==> src/rtl/axi_lite_2_hs_arb_if.sv <==
// Signal bundle for axi_lite_2_hs_arb: the AXI4-Lite slave channels plus the handshake (HS) master side.
// The slave modport is the bridge's view; the master modport is the view of the interconnect/peripheral.
interface axi_lite_2_hs_arb_if #(
  parameter int ADDR_W = 32,
  parameter int DATA_W = 32
);
  localparam int STRB_W = DATA_W / 8;

  logic              arvalid_i;
  logic              arready_o;
  logic [ADDR_W-1:0] araddr_i;
  logic              rvalid_o;
  logic              rready_i;
  logic [DATA_W-1:0] rdata_o;
  logic [1:0]        rresp_o;
  logic              awvalid_i;
  logic              awready_o;
  logic [ADDR_W-1:0] awaddr_i;
  logic              wvalid_i;
  logic              wready_o;
  logic [DATA_W-1:0] wdata_i;
  logic [STRB_W-1:0] wstrb_i;
  logic              bvalid_o;
  logic              bready_i;
  logic [1:0]        bresp_o;
  logic              hs_read_o;
  logic              hs_write_o;
  logic [ADDR_W-1:0] hs_addr_o;
  logic [DATA_W-1:0] hs_data_o;
  logic [STRB_W-1:0] byte_select_o;
  logic              hs_ready_i;
  logic              hs_err_i;
  logic [DATA_W-1:0] hs_data_i;

  modport slave (
    input  arvalid_i, araddr_i, rready_i, awvalid_i, awaddr_i, wvalid_i, wdata_i, wstrb_i,
           bready_i, hs_ready_i, hs_err_i, hs_data_i,
    output arready_o, rvalid_o, rdata_o, rresp_o, awready_o, wready_o, bvalid_o, bresp_o,
           hs_read_o, hs_write_o, hs_addr_o, hs_data_o, byte_select_o
  );

  modport master (
    output arvalid_i, araddr_i, rready_i, awvalid_i, awaddr_i, wvalid_i, wdata_i, wstrb_i,
           bready_i, hs_ready_i, hs_err_i, hs_data_i,
    input  arready_o, rvalid_o, rdata_o, rresp_o, awready_o, wready_o, bvalid_o, bresp_o,
           hs_read_o, hs_write_o, hs_addr_o, hs_data_o, byte_select_o
  );
endinterface

==> src/rtl/axi_lite_2_hs_arb.sv <==
// AXI4-Lite slave to handshake bridge with independent AR/AW/W holding registers and round-robin
// read/write arbitration. Define AXI2HS_TIMEOUT_EN to abort HS accesses after TIMEOUT_CYC strobe cycles.
module axi_lite_2_hs_arb #(
  parameter int ADDR_W      = 32,
  parameter int DATA_W      = 32,
  parameter int TIMEOUT_CYC = 255
) (
  input logic                clk_i,
  input logic                rst_i,
  axi_lite_2_hs_arb_if.slave bus
);
  localparam int         STRB_W      = DATA_W / 8;
  localparam logic [1:0] RESP_OKAY   = 2'b00;
  localparam logic [1:0] RESP_SLVERR = 2'b10;
  localparam logic       GRANT_RD    = 1'b0;
  localparam logic       GRANT_WR    = 1'b1;

  typedef enum logic [2:0] {
    ST_IDLE   = 3'd0,
    ST_HS_RD  = 3'd1,
    ST_R_RESP = 3'd2,
    ST_HS_WR  = 3'd3,
    ST_B_RESP = 3'd4
  } state_e;

  state_e            state_r;
  state_e            state_nxt_s;
  logic              last_grant_r;
  logic              last_grant_nxt_s;
  logic              ar_full_r;
  logic              aw_full_r;
  logic              w_full_r;
  logic [ADDR_W-1:0] ar_addr_r;
  logic [ADDR_W-1:0] aw_addr_r;
  logic [DATA_W-1:0] w_data_r;
  logic [STRB_W-1:0] w_strb_r;
  logic [DATA_W-1:0] rdata_r;
  logic [1:0]        rresp_r;
  logic [1:0]        bresp_r;
  logic              rvalid_r;
  logic              bvalid_r;
  logic              hs_read_r;
  logic              hs_write_r;

  logic ar_hs_s;
  logic aw_hs_s;
  logic w_hs_s;
  logic rd_pend_s;
  logic wr_pend_s;
  logic hs_busy_s;
  logic hs_done_s;
  logic tmo_hit_s;
  logic err_s;

  if (TIMEOUT_CYC < 1) begin : g_bad_timeout_cfg
    $fatal(1, "axi_lite_2_hs_arb: TIMEOUT_CYC must be >= 1");
  end

  assign ar_hs_s   = bus.arvalid_i & ~ar_full_r;
  assign aw_hs_s   = bus.awvalid_i & ~aw_full_r;
  assign w_hs_s    = bus.wvalid_i & ~w_full_r;
  assign rd_pend_s = ar_full_r;
  assign wr_pend_s = aw_full_r & w_full_r;
  assign hs_busy_s = (state_r == ST_HS_RD) | (state_r == ST_HS_WR);
  assign hs_done_s = hs_busy_s & (bus.hs_ready_i | tmo_hit_s);
  assign err_s     = bus.hs_err_i | tmo_hit_s;

`ifdef AXI2HS_TIMEOUT_EN
  localparam int TMO_W = (TIMEOUT_CYC < 2) ? 1 : $clog2(TIMEOUT_CYC);
  logic [TMO_W-1:0] tmo_cnt_r;

  // Strobe-cycle counter, zero outside the HS states so each access starts from 0.
  always_ff @(posedge clk_i) begin
    if (rst_i) begin
      tmo_cnt_r <= '0;
    end else if (hs_busy_s) begin
      tmo_cnt_r <= tmo_cnt_r + TMO_W'(1);
    end else begin
      tmo_cnt_r <= '0;
    end
  end

  // A real hs_ready_i in the last allowed cycle takes precedence over the abort.
  assign tmo_hit_s = hs_busy_s & ~bus.hs_ready_i & (tmo_cnt_r == TMO_W'(TIMEOUT_CYC - 1));
`else
  assign tmo_hit_s = 1'b0;
`endif

  // Next-state and round-robin grant decision.
  always_comb begin
    state_nxt_s      = state_r;
    last_grant_nxt_s = last_grant_r;
    case (state_r)
      ST_IDLE: begin
        if (rd_pend_s && wr_pend_s) begin
          if (last_grant_r == GRANT_WR) begin
            state_nxt_s      = ST_HS_RD;
            last_grant_nxt_s = GRANT_RD;
          end else begin
            state_nxt_s      = ST_HS_WR;
            last_grant_nxt_s = GRANT_WR;
          end
        end else if (rd_pend_s) begin
          state_nxt_s      = ST_HS_RD;
          last_grant_nxt_s = GRANT_RD;
        end else if (wr_pend_s) begin
          state_nxt_s      = ST_HS_WR;
          last_grant_nxt_s = GRANT_WR;
        end else begin
          state_nxt_s = ST_IDLE;
        end
      end
      ST_HS_RD: begin
        if (hs_done_s) state_nxt_s = ST_R_RESP;
        else           state_nxt_s = ST_HS_RD;
      end
      ST_R_RESP: begin
        if (bus.rready_i) state_nxt_s = ST_IDLE;
        else              state_nxt_s = ST_R_RESP;
      end
      ST_HS_WR: begin
        if (hs_done_s) state_nxt_s = ST_B_RESP;
        else           state_nxt_s = ST_HS_WR;
      end
      ST_B_RESP: begin
        if (bus.bready_i) state_nxt_s = ST_IDLE;
        else              state_nxt_s = ST_B_RESP;
      end
      default: begin
        state_nxt_s = ST_IDLE;
      end
    endcase
  end

  // State, grant history and the state-decoded strobe/valid output registers.
  always_ff @(posedge clk_i) begin
    if (rst_i) begin
      state_r      <= ST_IDLE;
      last_grant_r <= GRANT_WR;
      hs_read_r    <= 1'b0;
      hs_write_r   <= 1'b0;
      rvalid_r     <= 1'b0;
      bvalid_r     <= 1'b0;
    end else begin
      state_r      <= state_nxt_s;
      last_grant_r <= last_grant_nxt_s;
      hs_read_r    <= (state_nxt_s == ST_HS_RD);
      hs_write_r   <= (state_nxt_s == ST_HS_WR);
      rvalid_r     <= (state_nxt_s == ST_R_RESP);
      bvalid_r     <= (state_nxt_s == ST_B_RESP);
    end
  end

  // Per-channel holding registers; a flag can only set while empty, so set and clear never collide.
  always_ff @(posedge clk_i) begin
    if (rst_i) begin
      ar_full_r <= 1'b0;
      aw_full_r <= 1'b0;
      w_full_r  <= 1'b0;
      ar_addr_r <= '0;
      aw_addr_r <= '0;
      w_data_r  <= '0;
      w_strb_r  <= '0;
    end else begin
      if (ar_hs_s) begin
        ar_full_r <= 1'b1;
        ar_addr_r <= bus.araddr_i;
      end else if ((state_r == ST_HS_RD) && hs_done_s) begin
        ar_full_r <= 1'b0;
      end
      if (aw_hs_s) begin
        aw_full_r <= 1'b1;
        aw_addr_r <= bus.awaddr_i;
      end else if ((state_r == ST_HS_WR) && hs_done_s) begin
        aw_full_r <= 1'b0;
      end
      if (w_hs_s) begin
        w_full_r <= 1'b1;
        w_data_r <= bus.wdata_i;
        w_strb_r <= bus.wstrb_i;
      end else if ((state_r == ST_HS_WR) && hs_done_s) begin
        w_full_r <= 1'b0;
      end
    end
  end

  // Response data captured at HS completion and held through the response state.
  always_ff @(posedge clk_i) begin
    if (rst_i) begin
      rdata_r <= '0;
      rresp_r <= RESP_OKAY;
      bresp_r <= RESP_OKAY;
    end else begin
      if ((state_r == ST_HS_RD) && hs_done_s) begin
        rdata_r <= tmo_hit_s ? '0 : bus.hs_data_i;
        rresp_r <= err_s ? RESP_SLVERR : RESP_OKAY;
      end
      if ((state_r == ST_HS_WR) && hs_done_s) begin
        bresp_r <= err_s ? RESP_SLVERR : RESP_OKAY;
      end
    end
  end

  assign bus.arready_o     = ~ar_full_r & ~rst_i;
  assign bus.awready_o     = ~aw_full_r & ~rst_i;
  assign bus.wready_o      = ~w_full_r & ~rst_i;
  assign bus.rvalid_o      = rvalid_r;
  assign bus.rdata_o       = rdata_r;
  assign bus.rresp_o       = rresp_r;
  assign bus.bvalid_o      = bvalid_r;
  assign bus.bresp_o       = bresp_r;
  assign bus.hs_read_o     = hs_read_r;
  assign bus.hs_write_o    = hs_write_r;
  assign bus.hs_addr_o     = hs_read_r ? ar_addr_r : aw_addr_r;
  assign bus.hs_data_o     = w_data_r;
  assign bus.byte_select_o = w_strb_r;
endmodule

==> src/flat_wrapper.sv <==
// flat-port wrapper written by rule: the top's interface ports become plain ports
module axi_lite_2_hs_arb_flat 
#(
  parameter int ADDR_W      = 32,
  parameter int DATA_W      = 32,
  parameter int TIMEOUT_CYC = 255
)
  (clk_i, rst_i, bus_arvalid_i, bus_araddr_i, bus_rready_i, bus_awvalid_i, bus_awaddr_i, bus_wvalid_i, bus_wdata_i, bus_wstrb_i, bus_bready_i, bus_hs_ready_i, bus_hs_err_i, bus_hs_data_i, bus_arready_o, bus_rvalid_o, bus_rdata_o, bus_rresp_o, bus_awready_o, bus_wready_o, bus_bvalid_o, bus_bresp_o, bus_hs_read_o, bus_hs_write_o, bus_hs_addr_o, bus_hs_data_o, bus_byte_select_o);
  axi_lite_2_hs_arb_if #(.ADDR_W(ADDR_W), .DATA_W(DATA_W)) bus_i ();
  input logic clk_i;
  input logic rst_i;
  input wire logic [$bits(bus_i.arvalid_i)-1:0] bus_arvalid_i;
  input wire logic [$bits(bus_i.araddr_i)-1:0] bus_araddr_i;
  input wire logic [$bits(bus_i.rready_i)-1:0] bus_rready_i;
  input wire logic [$bits(bus_i.awvalid_i)-1:0] bus_awvalid_i;
  input wire logic [$bits(bus_i.awaddr_i)-1:0] bus_awaddr_i;
  input wire logic [$bits(bus_i.wvalid_i)-1:0] bus_wvalid_i;
  input wire logic [$bits(bus_i.wdata_i)-1:0] bus_wdata_i;
  input wire logic [$bits(bus_i.wstrb_i)-1:0] bus_wstrb_i;
  input wire logic [$bits(bus_i.bready_i)-1:0] bus_bready_i;
  input wire logic [$bits(bus_i.hs_ready_i)-1:0] bus_hs_ready_i;
  input wire logic [$bits(bus_i.hs_err_i)-1:0] bus_hs_err_i;
  input wire logic [$bits(bus_i.hs_data_i)-1:0] bus_hs_data_i;
  output wire logic [$bits(bus_i.arready_o)-1:0] bus_arready_o;
  output wire logic [$bits(bus_i.rvalid_o)-1:0] bus_rvalid_o;
  output wire logic [$bits(bus_i.rdata_o)-1:0] bus_rdata_o;
  output wire logic [$bits(bus_i.rresp_o)-1:0] bus_rresp_o;
  output wire logic [$bits(bus_i.awready_o)-1:0] bus_awready_o;
  output wire logic [$bits(bus_i.wready_o)-1:0] bus_wready_o;
  output wire logic [$bits(bus_i.bvalid_o)-1:0] bus_bvalid_o;
  output wire logic [$bits(bus_i.bresp_o)-1:0] bus_bresp_o;
  output wire logic [$bits(bus_i.hs_read_o)-1:0] bus_hs_read_o;
  output wire logic [$bits(bus_i.hs_write_o)-1:0] bus_hs_write_o;
  output wire logic [$bits(bus_i.hs_addr_o)-1:0] bus_hs_addr_o;
  output wire logic [$bits(bus_i.hs_data_o)-1:0] bus_hs_data_o;
  output wire logic [$bits(bus_i.byte_select_o)-1:0] bus_byte_select_o;
  assign bus_i.arvalid_i = bus_arvalid_i;
  assign bus_i.araddr_i = bus_araddr_i;
  assign bus_i.rready_i = bus_rready_i;
  assign bus_i.awvalid_i = bus_awvalid_i;
  assign bus_i.awaddr_i = bus_awaddr_i;
  assign bus_i.wvalid_i = bus_wvalid_i;
  assign bus_i.wdata_i = bus_wdata_i;
  assign bus_i.wstrb_i = bus_wstrb_i;
  assign bus_i.bready_i = bus_bready_i;
  assign bus_i.hs_ready_i = bus_hs_ready_i;
  assign bus_i.hs_err_i = bus_hs_err_i;
  assign bus_i.hs_data_i = bus_hs_data_i;
  assign bus_arready_o = bus_i.arready_o;
  assign bus_rvalid_o = bus_i.rvalid_o;
  assign bus_rdata_o = bus_i.rdata_o;
  assign bus_rresp_o = bus_i.rresp_o;
  assign bus_awready_o = bus_i.awready_o;
  assign bus_wready_o = bus_i.wready_o;
  assign bus_bvalid_o = bus_i.bvalid_o;
  assign bus_bresp_o = bus_i.bresp_o;
  assign bus_hs_read_o = bus_i.hs_read_o;
  assign bus_hs_write_o = bus_i.hs_write_o;
  assign bus_hs_addr_o = bus_i.hs_addr_o;
  assign bus_hs_data_o = bus_i.hs_data_o;
  assign bus_byte_select_o = bus_i.byte_select_o;
  axi_lite_2_hs_arb #(.ADDR_W(ADDR_W), .DATA_W(DATA_W), .TIMEOUT_CYC(TIMEOUT_CYC)) u_core (.clk_i(clk_i), .rst_i(rst_i), .bus(bus_i));
endmodule
==> config.mk <==
export PLATFORM = sky130hd
export DESIGN_NAME = axi_lite_2_hs_arb_flat
export DESIGN_NICKNAME = d
export VERILOG_FILES = /design/src/rtl/axi_lite_2_hs_arb_if.sv /design/src/rtl/axi_lite_2_hs_arb.sv /design/src/flat_wrapper.sv
export SDC_FILE = /design/constraint.sdc
export NUM_CORES = 1
export LEC_CHECK = 0
export ABC_AREA = 1
export BUFFER_PORTS_ARGS = -buffer_cell sky130_fd_sc_hd__buf_2
export CORE_UTILIZATION = 50
export DETAILED_ROUTE_END_ITERATION = 6
export GPL_TIMING_DRIVEN = 0
export PLACE_DENSITY = 0.85
export SYNTH_ARGS = -nofsm -noshare
export SYNTH_HDL_FRONTEND = slang
export SYNTH_SLANG_ARGS = --single-unit
==> constraint.sdc <==
create_clock -name clk_i -period 2.7 [get_ports clk_i]
set_clock_uncertainty 0.05 [all_clocks]
set_input_delay 0.54 -clock clk_i [delete_from_list [all_inputs] [get_ports clk_i]]
set_output_delay 0.54 -clock clk_i [all_outputs]
set_load 0.02 [all_outputs]
==> Word-level counts from Yosys, hierarchy flattened <==
Cells that the tools add are included.
{ "op_classes": {"addsub": 0, "mul": 0, "div": 0, "n_lt_le_gt_ge": 0, "eq_ne": 8, "n_shift": 0, "muxes": 20, "bitwise_logic": 13, "n_reduce_logical": 9} }
{ "ops": {"columns": ["op", "n"], "rows": [
  ["$mux 32", 1],
  ["$pmux 3 s5", 1],
  ["$eq 3x2->1 const B", 4],
  ["$mux 3", 4],
  ["$mux 2", 5],
  ["$mux 1", 9],
  ["$and 1x1->1", 8],
  ["$eq 3x1->1 const B", 2],
  ["$eq 3x3->1 const B", 2],
  ["$reduce_bool 2->1", 3],
  ["$not 1->1", 4],
  ["$logic_and 1x1->1", 3],
  ["$logic_not 3->1", 1],
  ["$reduce_bool 3->1", 1],
  ["$reduce_and 2->1", 1],
  ["$or 1x1->1", 1]
]} }
{ "word_totals": {"register_bits": 147, "latch_bits": 0, "ram_bits": 0, "romBits": 0, "out_inout_bits": 111, "memories": 0} }

==> Depth between registers and ports, before layout <==
{ "logic_depth": {"depth_word": 6, "ltp_mapped": 7} }

==> Worst setup path before layout <==
No wires, ideal clock.
{ "synth_timing": {"path_type": "flip-flop to output port", "from": "register u_core.hs_read_r (netlist: u_core.bus.hs_read_o)", "to": "output bus_hs_addr_o[23]", "arrival_time_ns": 1.211, "required_ns": 2.110, "setup_slack_ns": 0.899, "path_stages_with_launch": 4, "n_path_buf": 2, "cell_sequence": "dfxtp_1 -> buf_2 -> clkbuf_1 -> o21ai_0"} }
{ "synth_via": {"elab_chain_len": 1} }
{ "synth_lines": {"columns": ["element", "line_no", "rtl"], "rows": [
  ["start, declared", "axi_lite_2_hs_arb.sv:42", "logic hs_read_r;"],
  ["start signal, assigned", "axi_lite_2_hs_arb.sv:147", "hs_read_r <= (state_nxt_s == ST_HS_RD);"],
  ["$mux 32", "axi_lite_2_hs_arb.sv:214", "assign bus.hs_addr_o = hs_read_r ? ar_addr_r : aw_addr_r;"],
  ["end, declared", "flat_wrapper.sv:34", "output wire logic [$bits(bus_i.hs_addr_o)-1:0] bus_hs_addr_o;"]
]} }
Every way passes these cells.

==> Worst setup path after layout <==
{ "layout_timing": {"from": "register u_core.hs_read_r (netlist: u_core.bus.hs_read_o)", "to": "output bus_hs_addr_o[29]"} }
Same word-level chain as after synthesis.

==> impl_metrics.csv <==
group,metric,value,unit
synthesis,synth_top_cell_area_share,0.530,
final_layout,diodes,0,
global_routing,overflow,0,
die,io-pin-count,252,
synthesis,synth.distinct_cells,24,
synthesis,synth_xor_area_frac,0,
global_routing,grt_antenna_before_repair,1,
hold_path,holdCritPathClass,"in -> reg",
critical_path,crit_arrival,1850,ps
power,vdd_ir_drop_max,0.366,mV
route,dr.pass1.iters,5,
outcome,outcome,"completed",
synthesis,synthFlopType,"dfxtp_1",
critical_path,cp-start-kind,"register",
global_routing,grt_max_degree,17,
global_routing,grt_pass1_wl,24700,um
clock_network,clk_latency,520,ps
critical_path,cp_max_fo,10,
route,vias,5612,
die,start_util,0.524,
synthesis,synth_area_leader_cell,"dfxtp_1",
placement,dpl.hpwl,11200,um
die,dieArea,11400,sq um
critical_path,reg2reg_slack,1390,ps
synthesis,muxShareOfSynthArea,0,
clock_network,cts_buffers,17,
synthesis,ys_seq_elements,145,
die,die_w,107,um
final_layout,nets,1125,
synthesis,synth_area,5480,sq um
global_routing,grt_usage,0.279,
synthesis,synth_compound_area_frac,0.189,
clock_network,cts_root_buf,"clkbuf_8",
critical_path,end_kind,"primary output",
critical_path,worst-endpoint-required,2110,ps
synthesis,async_reset_ff_frac,0,
route,drt-initial-drc-count,246,
route,drc,0,
placement,dpl.cell_count,1101,
final_layout,stdcell_count,1133,
synthesis,ys_warn_count,0,
run,drv_cap,0,
sta,setup_ws,263,ps
power,p_per_area,761,nW/um^2
power,p_total,5.71,mW
synthesis,ys_seq_area_frac,0.530,
die,fp.dieH,107,um
clock_network,cts_resized,0,
clock_network,cts.clk_slew.worst_paths,60,ps
sta,hold_viol_final,0,
synthesis,synthSimpleGateAreaFrac,0.192,
synthesis,syn_area_per_cell,7.66,sq um
placement,gp_congestion,0.814,
synthesis,syn_inst,715,
critical_path,path_class,"reg -> out",
clock_network,cts.sink_count,145,
final_layout,synthToLayoutAreaGrowth,37.0,%
route,drt-total-wl,15700,um
power,total_leakage_power,3.64,nW
sta,finalCriticalPeriod,2440,ps
final_layout,drive_gt1_frac,0.325,
sta,rsz0062_at_grt,"false",
sta,hold-worst-slack,170,ps
placement,preCtsSetupSlack,815,ps
sta,setup_viol,0,
clock_network,tritoncts,"done",
route,routed_wire_length_per_instance,13.9,um
clock_network,cts.path.max_buffers,2,
die,coreArea,10500,sq um
sta,drv_slew,0,
clock_network,htree_num_levels,4,
synthesis,synth_edf_count,0,
die,rows,37,
synthesis,synth_top_family_by_area,"simple AND/OR/NAND/NOR gates",
synthesis,synth.area.top_cells,"dfxtp_1 53%, nor2_1 14%, o21ai_0 14%",
route,viasPerCell,4.95,
placement,io_buffers,249,
route,antenna_left,0,
sta,fin_crit_sh,0.902,
clock_network,post_cts_buffers,0,
clock_network,hold_buffers,0,
sta,tns,0,ps
sta,fmax,410,MHz
global_routing,grt_pass1_vias,5366,
synthesis,synth_adder_area_share,0,
## logic make-up after synthesis
| family | Yosys count |
|---|---|
| buf+inv | 93 |
| simple gates | 269 |
| flops | 145 |
| other cells | 1 |
| compound gates | 207 |
## layer usage
layer / up-vias / wire [um] / global-route usage
li1: 2828 / - / -
met1: 2505 / 6370 / 0.318
met2: 233 / 7600 / 0.467
met3: 44 / 1270 / 0.0930
met4: 2 / 468 / 0.139
met5: - / 13 / 0
## critical path, cell delays in order, from the launching register on
cell	delay (ps)
dfxtp_1	310
buf_2	200
clkbuf_1	410
nand2_1	90
o21ai_0	100
buf_2	200
## per-stage QoR
step           utilization  instance area [sq um]
4_1_cts              0.717                   7500
6_report             0.717                   7500
5_1_grt              0.717                   7500
2_1_floorplan            -                   5480
3_5_place_dp         0.659                   6900
3_3_place_gp         0.659                   6900
## power by group
group	switching, mW	total (mW)	leakage (nW)	internal [mW]
Clock	0.921	2.39	0.281	1.46
Sequential	0.0770	2.39	1.20	2.31
Combinational	0.595	0.934	2.17	0.340
## flip-flops by register name, indices dropped and copies added, names as in the netlist
register and cells:
u_core.bus.hs_data_o 32, u_core.aw_full_r 1, u_core.bus.rresp_o 1, u_core.aw_addr_r 32
u_core.state_r 3, u_core.w_full_r 1, u_core.bus.byte_select_o 4, u_core.last_grant_r 1
u_core.ar_addr_r 32, u_core.bus.hs_read_o 1, u_core.bus.rvalid_o 1, u_core.bus.hs_write_o 1
u_core.ar_full_r 1, u_core.bus.bresp_o 1, u_core.bus.bvalid_o 1, u_core.bus.rdata_o 32
## layout by cell type (no fill, tap or decap), types with 4 or more instances in the layout
cell / n
dfxtp_1: 145
buf_6: 8
clkbuf_2: 5
clkbuf_16: 16
a21oi_1: 42
buf_2: 262
inv_1: 37
nand3_1: 4
inv_2: 6
nand2_1: 48
clkbuf_1: 18
o21ai_1: 10
o21ai_0: 155
nor2_1: 208
clkinvlp_4: 4
## layout make-up
type / instances / area [sq um]
Sequential cell: 145 / 2900
Buffer: 49 / 312
Clock buffer: 21 / 449
Clock inverter: 11 / 155
Tap cell: 136 / 170
Timing Repair Buffer: 249 / 1250
Inverter: 44 / 170
Multi-Input combinational cell: 478 / 2100
Fill cell: 864 / 2960
## worst paths after layout
check,from,to,cells after the start
worst min-delay path,rst_i,u_core.bus.bvalid_o$_SDFF_PP0_,2
worst max-delay path,u_core.bus.hs_read_o$_SDFF_PP0_,bus_hs_addr_o[29],5
worst min register to register,u_core.aw_addr_r[7]$_SDFFE_PP0P_,u_core.aw_addr_r[7]$_SDFFE_PP0P_,2
worst max register to register,u_core.ar_full_r$_SDFFE_PP0P_,u_core.ar_addr_r[25]$_SDFFE_PP0P_,5
## synth_stat cells, types with 2 or more instances
| cell | n |
|---|---|
| nor2_1 | 208 |
| o21ai_0 | 155 |
| dfxtp_1 | 145 |
| nand2_1 | 48 |
| a21oi_1 | 42 |
| inv_1 | 37 |
| clkbuf_1 | 16 |
| buf_2 | 13 |
| o21ai_1 | 10 |
| buf_6 | 8 |
| inv_2 | 6 |
| clkbuf_2 | 5 |
| nand3_1 | 4 |
| buf_4 | 3 |
| buf_8 | 3 |
| nand4_1 | 2 |
| nor2_2 | 2 |
| nor2_4 | 2 |
Power figures use the tool's default switching activity.
